**src/rtl/light_monitor.sv**
```systemverilog
// light_monitor: watches a two-road traffic lamp bus once per second,
// decodes the lamp pattern into a phase, tracks how long the pattern has
// been held and raises conflict / illegal / sequence / stuck faults.
// Every output is registered and describes the sample taken at the
// previous rising edge of clk_1Hz.
// Optional build macro: LIGHT_MONITOR_FAULT_LATCH_EN makes every fault
// bit sticky until reset; without it faults follow the latest sample.
module light_monitor #(
    parameter int YEL_MIN   = 3,
    parameter int STUCK_MAX = 60
) (
    input  logic       clk_1Hz,
    input  logic       reset,
    input  logic [5:0] light,
    output logic [2:0] phase,
    output logic [7:0] dwell,
    output logic       change,
    output logic [3:0] fault,
    output logic       safe_red
);

    typedef enum logic [2:0] {
        PH_NS_GRN  = 3'd0,
        PH_NS_YEL  = 3'd1,
        PH_EW_GRN  = 3'd2,
        PH_EW_YEL  = 3'd3,
        PH_ALL_RED = 3'd4,
        PH_INVALID = 3'd7
    } phase_t;

    // A yellow must have been held for YEL_MIN samples, i.e. its dwell
    // register (which excludes the first sample) must reach YEL_MIN-1.
    localparam logic [7:0] YEL_HOLD  = 8'(YEL_MIN - 1);
    localparam logic [7:0] STUCK_LIM = 8'(STUCK_MAX);

    // Registered state
    phase_t     phase_q;
    logic [5:0] prev_light_q;
    logic       prev_valid_q;
    logic [7:0] dwell_q;
    logic       change_q;
    logic [3:0] fault_q;
    logic       safe_q;

    // Next-state values
    phase_t     phase_d;
    logic [7:0] dwell_d;
    logic       change_d;
    logic [3:0] fault_d;
    logic       safe_d;
    logic       conflict;
    logic       illegal;
    logic       seq_err;
    logic       stuck;
    logic       yel_short;
    logic       both_legal;

    function automatic phase_t decode(input logic [5:0] l);
        phase_t p;
        case (l)
            6'b001100: p = PH_NS_GRN;
            6'b010100: p = PH_NS_YEL;
            6'b100001: p = PH_EW_GRN;
            6'b100010: p = PH_EW_YEL;
            6'b100100: p = PH_ALL_RED;
            default:   p = PH_INVALID;
        endcase
        return p;
    endfunction

    function automatic logic permitted(input phase_t from_ph, input phase_t to_ph);
        logic ok;
        ok = 1'b0;
        case (from_ph)
            PH_NS_GRN:  ok = (to_ph == PH_NS_YEL);
            PH_NS_YEL:  ok = (to_ph == PH_EW_GRN) || (to_ph == PH_ALL_RED);
            PH_EW_GRN:  ok = (to_ph == PH_EW_YEL);
            PH_EW_YEL:  ok = (to_ph == PH_NS_GRN) || (to_ph == PH_ALL_RED);
            PH_ALL_RED: ok = (to_ph == PH_NS_GRN) || (to_ph == PH_EW_GRN);
            default:    ok = 1'b0;
        endcase
        return ok;
    endfunction

    // Decode the current sample and derive every next output value
    always_comb begin
        phase_d    = decode(light);
        change_d   = prev_valid_q && (light != prev_light_q);
        dwell_d    = '0;
        yel_short  = 1'b0;
        seq_err    = 1'b0;

        if (prev_valid_q && !change_d) begin
            dwell_d = (dwell_q == 8'hFF) ? dwell_q : dwell_q + 8'd1;
        end

        conflict   = !light[5] && !light[2];
        illegal    = (phase_d == PH_INVALID) && !conflict;
        both_legal = prev_valid_q && (phase_q != PH_INVALID) && (phase_d != PH_INVALID);

        if (both_legal && (phase_d != phase_q)) begin
            yel_short = ((phase_q == PH_NS_YEL) || (phase_q == PH_EW_YEL)) &&
                        (dwell_q < YEL_HOLD);
            seq_err   = !permitted(phase_q, phase_d) || yel_short;
        end

        stuck = (dwell_d >= STUCK_LIM);

`ifdef LIGHT_MONITOR_FAULT_LATCH_EN
        fault_d = fault_q | {stuck, seq_err, illegal, conflict};
`else
        fault_d = {stuck, seq_err, illegal, conflict};
`endif
        safe_d = |fault_d;
    end

    // Register the sample and its decoded results; reset discards the sample
    always_ff @(posedge clk_1Hz) begin
        if (reset) begin
            phase_q      <= PH_INVALID;
            prev_light_q <= '0;
            prev_valid_q <= 1'b0;
            dwell_q      <= '0;
            change_q     <= 1'b0;
            fault_q      <= '0;
            safe_q       <= 1'b0;
        end else begin
            phase_q      <= phase_d;
            prev_light_q <= light;
            prev_valid_q <= 1'b1;
            dwell_q      <= dwell_d;
            change_q     <= change_d;
            fault_q      <= fault_d;
            safe_q       <= safe_d;
        end
    end

    assign phase    = phase_q;
    assign dwell    = dwell_q;
    assign change   = change_q;
    assign fault    = fault_q;
    assign safe_red = safe_q;

endmodule

```
**config.mk**
```make
export PLATFORM = sky130hd
export DESIGN_NAME = light_monitor
export DESIGN_NICKNAME = d
export VERILOG_FILES = /design/src/rtl/light_monitor.sv
export SDC_FILE = /design/constraint.sdc
export NUM_CORES = 1
export LEC_CHECK = 0
export BUFFER_PORTS_ARGS = -buffer_cell sky130_fd_sc_hd__buf_2
export CELL_PAD_IN_SITES_DETAIL_PLACEMENT = 0
export CELL_PAD_IN_SITES_GLOBAL_PLACEMENT = 1
export CORE_UTILIZATION = 45
export CTS_BUF_LIST = sky130_fd_sc_hd__clkbuf_8
export DETAILED_ROUTE_END_ITERATION = 7
export PLACE_DENSITY_LB_ADDON = 0.1
export SKIP_CTS_REPAIR_TIMING = 1
export SLEW_MARGIN = 20
export SYNTH_ARGS = -nofsm -noshare
export SYNTH_HDL_FRONTEND = slang
export SYNTH_SLANG_ARGS = --single-unit
```
**constraint.sdc**
```tcl
create_clock -name clk_1Hz -period 4.2 [get_ports clk_1Hz]
set_input_delay 0.84 -clock clk_1Hz [delete_from_list [all_inputs] [get_ports clk_1Hz]]
set_output_delay 0.84 -clock clk_1Hz [all_outputs]
set_load 0.05 [all_outputs]
```
==> impl_results.md, run 1 <==
- Sequential area share after synthesis: 36.1%
- Kind of critical path: in -> reg
- Post-Route Skew: 0.00545 ns
- Fin Hold WS: 0.497 ns
- Final hold vios: 0
- Area growth, synth to finish: 10.8%
- Num ports: 25
- Fillers: 278
- CTS H-tree lvls: 1
- Initial Utilization: 47.9%
- Post-synthesis cell count: 155
- Worst hold path class: reg -> reg
- Die footprint: 3180 um^2
- Period utilisation layout: 53.1%
- Die Ht: 56.4 um
- Flop2flop setup slack: 2.18 ns
- Clk_lat worst skew: 0.26 ns
- Max Cap Viol: 0
- Total track usage: 18.3%
- CTS tree: done
- Final setup TNS: 0 ns
- Net Count, Synth: 164
- Synth warnings: 0
- Worst-path clk slew: 0.08 ns
- Vias per inst: 5.75
- Fmax: 448 MHz
- Antenna Cells: 0
- Post-synthesis async set-or-reset flop share: 0%
- Initial antenna violation count: 0
- Final weighted congestion in routability-driven placement: 0.862
- First-pass GRT wire length: 4.73 mm
- Type of origin of the critical path: primary input
- Grt total ovfl: 0
- Crit end category: register
- Share of cells above drive strength 1: 19.3%
- Vias in the first global route: 1095
- Nets@finish: 181
- Final Core Density: 53.0%
- RSZ-0062 raised after global routing: false
- CTS max path bufs: 2
- CTS buffer count: 3
- Die width: 56.4 um
- DRT iter0 DRCs: 40
- WL per Instance: 13.0 um
- Pwr per Cell Area: 302 nW/um^2
- HPWL after detailed placement: 1.95 mm
- IO Port Bufs: 24
- Via count: 1161
- Number of flops mapped to enable cells by yosys: 0
- Maximum vdd ir drop: 0.152 mV
- Dpl cells: 198
- Clk root buf: clkbuf_8
- Fin. max-slew vios: 0
- Post-route setup slack: 1.97 ns
- DRT antenna net count: 0
- Syn Area/Cell: 8.59 um^2
- Rel. slew slack: 74.1%
- Multi-input logic area: 762 um^2
- Drt pass-1 iters: 4
- Final WL: 2.63 mm
- # DRC: 0
- Status: complete, no violations
- Layout Cells excl Fill: 202
- Pin count of the biggest net entering global routing: 14
- CORE AREA: 2780 um^2
- Predominant post-synthesis flop cell: dfxtp_1
- Pre-CTS setup slack: 1.70 ns
- Crit path required time: 4.36 ns
- Period minus WS final: 2.23 ns
- WP data arrival: 2.39 ns
- Register area: 480 um^2
- FF+latch count, synth: 24
- Slew @ Worst Pin: 0.388 ns
- Site Rows: 19
- Crit path max fanout: 11
- Final setup fails: 0
- Clock Sinks: 24
- Leakage: 0.613 nW
- Post-synth cell types: 47
- Cell Area, Synth: 1330 um^2
==> cell families after synthesis <==
logic type / count (synthesis) / share of synthesized area, %
DFF: 24 / 36.1
adders and majority gates: 1 / 0.940
and+or+nand+nor: 66 / 28.0
buffers and inverters: 17 / 6.67
AOI/OAI and AO/OA: 30 / 16.8
muxes: 2 / 1.60
xor gates and xnor gates: 15 / 9.87
==> worst max-delay path: stages <==
cell	delay (ns)
buf_2	0.21
nor4bb_1	0.39
a21oi_1	0.10
o311a_4	0.34
o311a_1	0.34
a31o_1	0.18
==> synth_stat cells (2+ instances only) <==
cell	count	area share [%]
a211oi_1	3	1.7
xnor2_1	7	4.6
xor2_1	8	5.3
dfxtp_1	24	36
o21ai_0	5	1.9
a21oi_1	6	2.3
nor2_1	14	3.9
a32oi_1	2	1.3
nor2b_1	7	3.3
nand3b_1	2	1.1
nand2b_1	2	0.94
inv_1	4	1.1
buf_2	5	1.9
nand4_1	2	0.94
and3_1	3	1.4
buf_6	2	1.7
nor3_1	7	2.6
and4_1	3	2.0
nand3_1	10	3.8
a21o_1	2	1.1
nor4bb_1	2	1.5
nand2_1	8	2.3
clkbuf_1	3	0.85
==> per-layer routing <==
layer	track usage (%)	routed length, um	up-vias
li1	-	-	584
met1	23.0	1220	549
met2	32.5	1310	26
met3	3.00	90	2
met4	4.18	15	0
met5	0	0	-
==> through the flow <==
step                power, mW  area [um^2]
finish                  0.445         1480
global route            0.465         1480
CTS                     0.449         1480
detailed placement      0.297         1420
global placement        0.296         1420
floorplan               0.287         1330
==> sequential cells by signal, indices dropped and copies added, names as in the netlist <==
signal / flops
change: 1
fault: 4
prev_valid_q: 1
phase: 3
prev_light_q: 6
safe_red: 1
dwell: 8
==> placed cells by master, fill, tap and decap left out, types with 2 or more instances in the layout <==
master and n:
a211oi_1 3, a21o_1 2, a21oi_1 6, a32oi_1 2, and3_1 3, and4_1 3, buf_2 24, clkbuf_8 4
dfxtp_1 24, inv_1 4, nand2_1 8, nand2b_1 2, nand3_1 10, nand3b_1 2, nand4_1 2, nor2_1 14
nor2b_1 7, nor3_1 7, nor4bb_1 2, o21ai_0 5, xnor2_1 7, xor2_1 8
==> area by class of cell <==
type / instances / area share (%)
timing repair buffer: 24 / 8.14
sequential: 24 / 32.6
multi-input combinational: 114 / 51.7
clock buffer: 4 / 3.73
inverter: 5 / 1.27
tap: 31 / 2.63
==> path summary, 6_finish.rpt <==
| path | from | to | cells after the start |
|---|---|---|---|
| min | prev_valid_q | change | 2 |
| min reg2reg | prev_valid_q | change | 2 |
| max | light[5] | safe_red | 6 |
| max reg2reg | dwell[1] | safe_red | 7 |
==> power breakdown <==
group | switching (mW) | total [mW] | leakage [nW] | internal [mW]
Combinational | 0.0338 | 0.0538 | 0.387 | 0.0201
Clock | 0.0705 | 0.154 | 0.0288 | 0.0835
Sequential | 0.00352 | 0.238 | 0.197 | 0.234
Note: power is estimated with default switching activity, not from simulation.
==> run 2, diff against run 1 <==
--- a/config.mk
+++ b/config.mk
@@ -5,10 +5,11 @@
 export SDC_FILE = /design/constraint.sdc
 export NUM_CORES = 1
 export LEC_CHECK = 0
+export ABC_AREA = 1
 export BUFFER_PORTS_ARGS = -buffer_cell sky130_fd_sc_hd__buf_2
 export CELL_PAD_IN_SITES_DETAIL_PLACEMENT = 0
 export CELL_PAD_IN_SITES_GLOBAL_PLACEMENT = 1
-export CORE_UTILIZATION = 45
+export CORE_UTILIZATION = 40
 export CTS_BUF_LIST = sky130_fd_sc_hd__clkbuf_8
 export DETAILED_ROUTE_END_ITERATION = 7
 export PLACE_DENSITY_LB_ADDON = 0.1
==> constraint.sdc (replaced) <==
create_clock -name clk_1Hz -period 2.35 [get_ports clk_1Hz]
set_input_delay 0.47 -clock clk_1Hz [delete_from_list [all_inputs] [get_ports clk_1Hz]]
set_output_delay 0.47 -clock clk_1Hz [all_outputs]
set_load 0.05 [all_outputs]
==> run 2 against run 1 <==
Compared with the run above:
- worst hold slack got worse by 0.049 ns
- utilization decreased by 3.4 points
- clock skew decreased by 0.0019 ns
- critical path depth increased by 4
- synthesized cell count increased by 17%
- largest power group unchanged
- highest routed layer unchanged
- flip-flop and latch count unchanged
- critical endpoint unchanged
- sequential power increased by 78%
- combinational power increased by 83%
- routed wire length increased by 2.5%
- register-to-register slack got worse by 1.5 ns
==> impl_results.md, run 2 <==
- Largest area contributor in the netlist: dfxtp_1
- Placed inst area: 1450 um^2 (+1.9%)
- Fin Hold WS: 0.448 ns (-0.0491 ns)
- Initial antenna violation count: 0 (unchanged)
- Initial Utilization: 42.1% (-5.7 points)
- RSZ-0062 raised after global routing: false
- Antenna Cells: 0 (unchanged)
- Final hold vios: 0 (unchanged)
- Rel. slew slack: 80.0% (+5.9 points)
- Crit path required time: 2.56 ns (-1.80 ns)
- Simple-gate share of the synthesized area: 42.7% (+15 points)
- Commonest non-fill, non-tap cell in the layout: nand2_1
- Final setup TNS: 0 ns (unchanged)
- Top cells by area, synth: dfxtp_1 (38%), nand2_1 (11%), nand3_1 (7.8%), nor2_1 (7.6%), inv_1 (5.0%)
- Crit path max fanout: 10 (-1)
- Commonest cells post-synth: nand2_1 (38), nor2_1 (26), dfxtp_1 (24)
- Max Cap Viol: 0 (unchanged)
- Reg2reg start: dwell[1]
- Post-synthesis xor/xnor area fraction: 4.80% (-5.1 points)
- HPWL after detailed placement: 2.13 mm (+8.8%)
- Most frequent cells in the layout: nand2_1 (38), nor2_1 (26), dfxtp_1 (24), buf_2 (24), nand3_1 (20)
- Crit end category: register
- Grt total ovfl: 0 (unchanged)
- Die footprint: 3420 um^2 (+7.6%)
- Pwr per Cell Area: 534 nW/um^2 (+77%)
- FF+latch count, synth: 24 (unchanged)
- Dpl cells: 248 (+25%)
- Clk root buf: clkbuf_8
- Number of flops mapped to enable cells by yosys: 0 (unchanged)
- Post-synth cell types: 29 (-38%)
- Period utilisation layout: 69.5%
- CORE AREA: 3030 um^2 (+8.9%)
- DRT antenna net count: 0 (unchanged)
- Slew @ Worst Pin: 0.298 ns (-0.0901 ns)
- Largest family of logic cells by synthesized area: simple AND/OR/NAND/NOR gates
- Sw Ratio: 25.6% (+1.5 points)
- Critical path origin: dwell[1]
- CTS tree: done
- Fmax: 612 MHz
- Most common cell in the netlist: nand2_1
- Final WL: 2.69 mm (+2.5%)
- Fin. max-slew vios: 0 (unchanged)
- CTS buffer count: 3 (unchanged)
- Top cell type's share of synthesized area: 37.6% (+1.6 points)
- Largest register FFs: 8 (unchanged)
- Combinational fraction of design power: 12.3% (+0.2 points)
- Clock power frac: 34.9% (+0.3 points)
- Worst-path clk slew: 0.09 ns (about the same)
- Hold_sp: light[2]
- Mux cell area share after synthesis: 0.784% (-0.81 points)
- CTS H-tree lvls: 1 (unchanged)
- P_sw: 0.206 mW (+91%)
- Kind of critical path: reg -> reg
- Post-synthesis cell count: 181 (+17%)
- Nets@finish: 218 (+20%)
- Vias per inst: 4.72 (-18%)
- WP data arrival: 1.85 ns (-0.54 ns)
- Clk_lat worst skew: 0.26 ns (about the same)
- Sequential area share after synthesis: 37.6% (+1.6 points)
- Final weighted congestion in routability-driven placement: 0.842 (-2.3%)
- Synth warnings: 0 (unchanged)
- Net Count, Synth: 190 (+16%)
- Type of origin of the critical path: register
- Predominant post-synthesis flop cell: dfxtp_1
- Cell Area, Synth: 1280 um^2 (-4.1%)
- Worst hold path class: in -> reg
- Die Ht: 58.5 um (+3.7%)
- Synthesized-area fraction occupied by adder cells: 0.980% (+0.041 points)
- DRT iter0 DRCs: 47 (+18%)
- Leakage: 0.718 nW (+17%)
- Num ports: 25 (unchanged)
- WL per Instance: 10.7 um (-18%)
- # DRC: 0 (unchanged)
- Period minus WS final: 1.63 ns
- Via count: 1190 (+2.5%)
- Internal power: 0.597 mW (+77%)
- Layout Cells excl Fill: 252 (+25%)
- Final setup fails: 0 (unchanged)
- Drt pass-1 iters: 4 (unchanged)
- Seq pwr share: 52.8% (-0.5 points)
- IO Port Bufs: 24 (unchanged)
- Die width: 58.5 um (+3.7%)
- Pin count of the biggest net entering global routing: 14 (unchanged)
- Maximum vdd ir drop: 0.196 mV (+29%)
- First-pass GRT wire length: 4.66 mm (-1.6%)
- Compound-cell area share of the yosys netlist: 6.27% (-11 points)
- Share of cells above drive strength 1: 23.1% (+3.8 points)
- CTS max path bufs: 2 (unchanged)
- Final instance area: 1500 um^2 (+1.9%)
- Post-Route Skew: 0.00351 ns (-0.00193 ns)
- Syn Area/Cell: 7.05 um^2 (-18%)
- Total track usage: 17.6% (-0.67 points)
- Status: complete, no violations
- Post-synthesis async set-or-reset flop share: 0% (unchanged)
- Site Rows: 20 (+1)
- Area growth, synth to finish: 17.7%
- Vias in the first global route: 1150 (+5.0%)
- Clock Sinks: 24 (unchanged)
## run 2: cell count changes after synthesis, sizes merged, moves of 7 or more
cell	before	now
nand2	8	41
nor2	14	35
inv	4	22
nand3	10	23
buf	9	0
nor2b	7	0
## run 2: metrics by stage
stage	utilization [%]	setup slack (ns)	total power [mW]
CTS	49.6	0.686	0.813
global route	49.6	0.514	0.839
global placement	47.8	0.490	0.532
detailed placement	47.8	0.489	0.533
finish	49.6	0.716	0.803
floorplan	-	0.443	0.503
## run 2: final cells by class
type | instances | area, um^2
fillers | 324 | 1530
multi-input cells | 134 | 709
flip-flops and latches | 24 | 480
repair buffers | 24 | 120
inverters | 22 | 82.6
clock buffers | 4 | 55.1
well taps | 44 | 55.1
## run 2: path summary, 6_finish.rpt
| kind | depth (start not counted) | slack (ns) | to |
|---|---|---|---|
| min reg2reg | 2 | 0.47 | change |
| max | 10 | 0.72 | safe_red |
| max reg2reg | 10 | 0.72 | safe_red |
| min | 2 | 0.45 | fault[0] |
## run 2: logic make-up after synthesis
kind of cell    Yosys count
compound gates           14
xor+xnor                  7
simple gates            111
flops                    24
fa+ha+maj                 1
buf+inv                  23
mux                       1
## run 2: worst max-delay path, cell delays in order, from the launching register on
cell and delay [ns]:
dfxtp_1 0.39, ha_1 0.21, nand3_2 0.11, nor2_4 0.14
nand3_4 0.14, and3b_1 0.22, nor2_1 0.09, nand3_1 0.10
nand3_1 0.08, nand2_1 0.05, nand2_1 0.06
## run 2: power groups by stage
stage	combinational, mW	sequential (mW)	clock [mW]
2_1_floorplan	0.0489	0.454	0
3_3_place_gp	0.0986	0.433	0
3_5_place_dp	0.0989	0.434	0
4_1_cts	0.0993	0.424	0.290
5_1_grt	0.110	0.426	0.304
6_report	0.0985	0.424	0.280
## run 2: per-layer routing
layer | part of all wire (%) | vias to the layer above | global-route usage [%]
met2 | 50 | 18 | 34.2
li1 | - | 641 | -
met4 | 0.97 | 0 | 5.78
met1 | 47 | 527 | 19.3
met5 | 0 | - | 0
met3 | 2.2 | 4 | 2.64
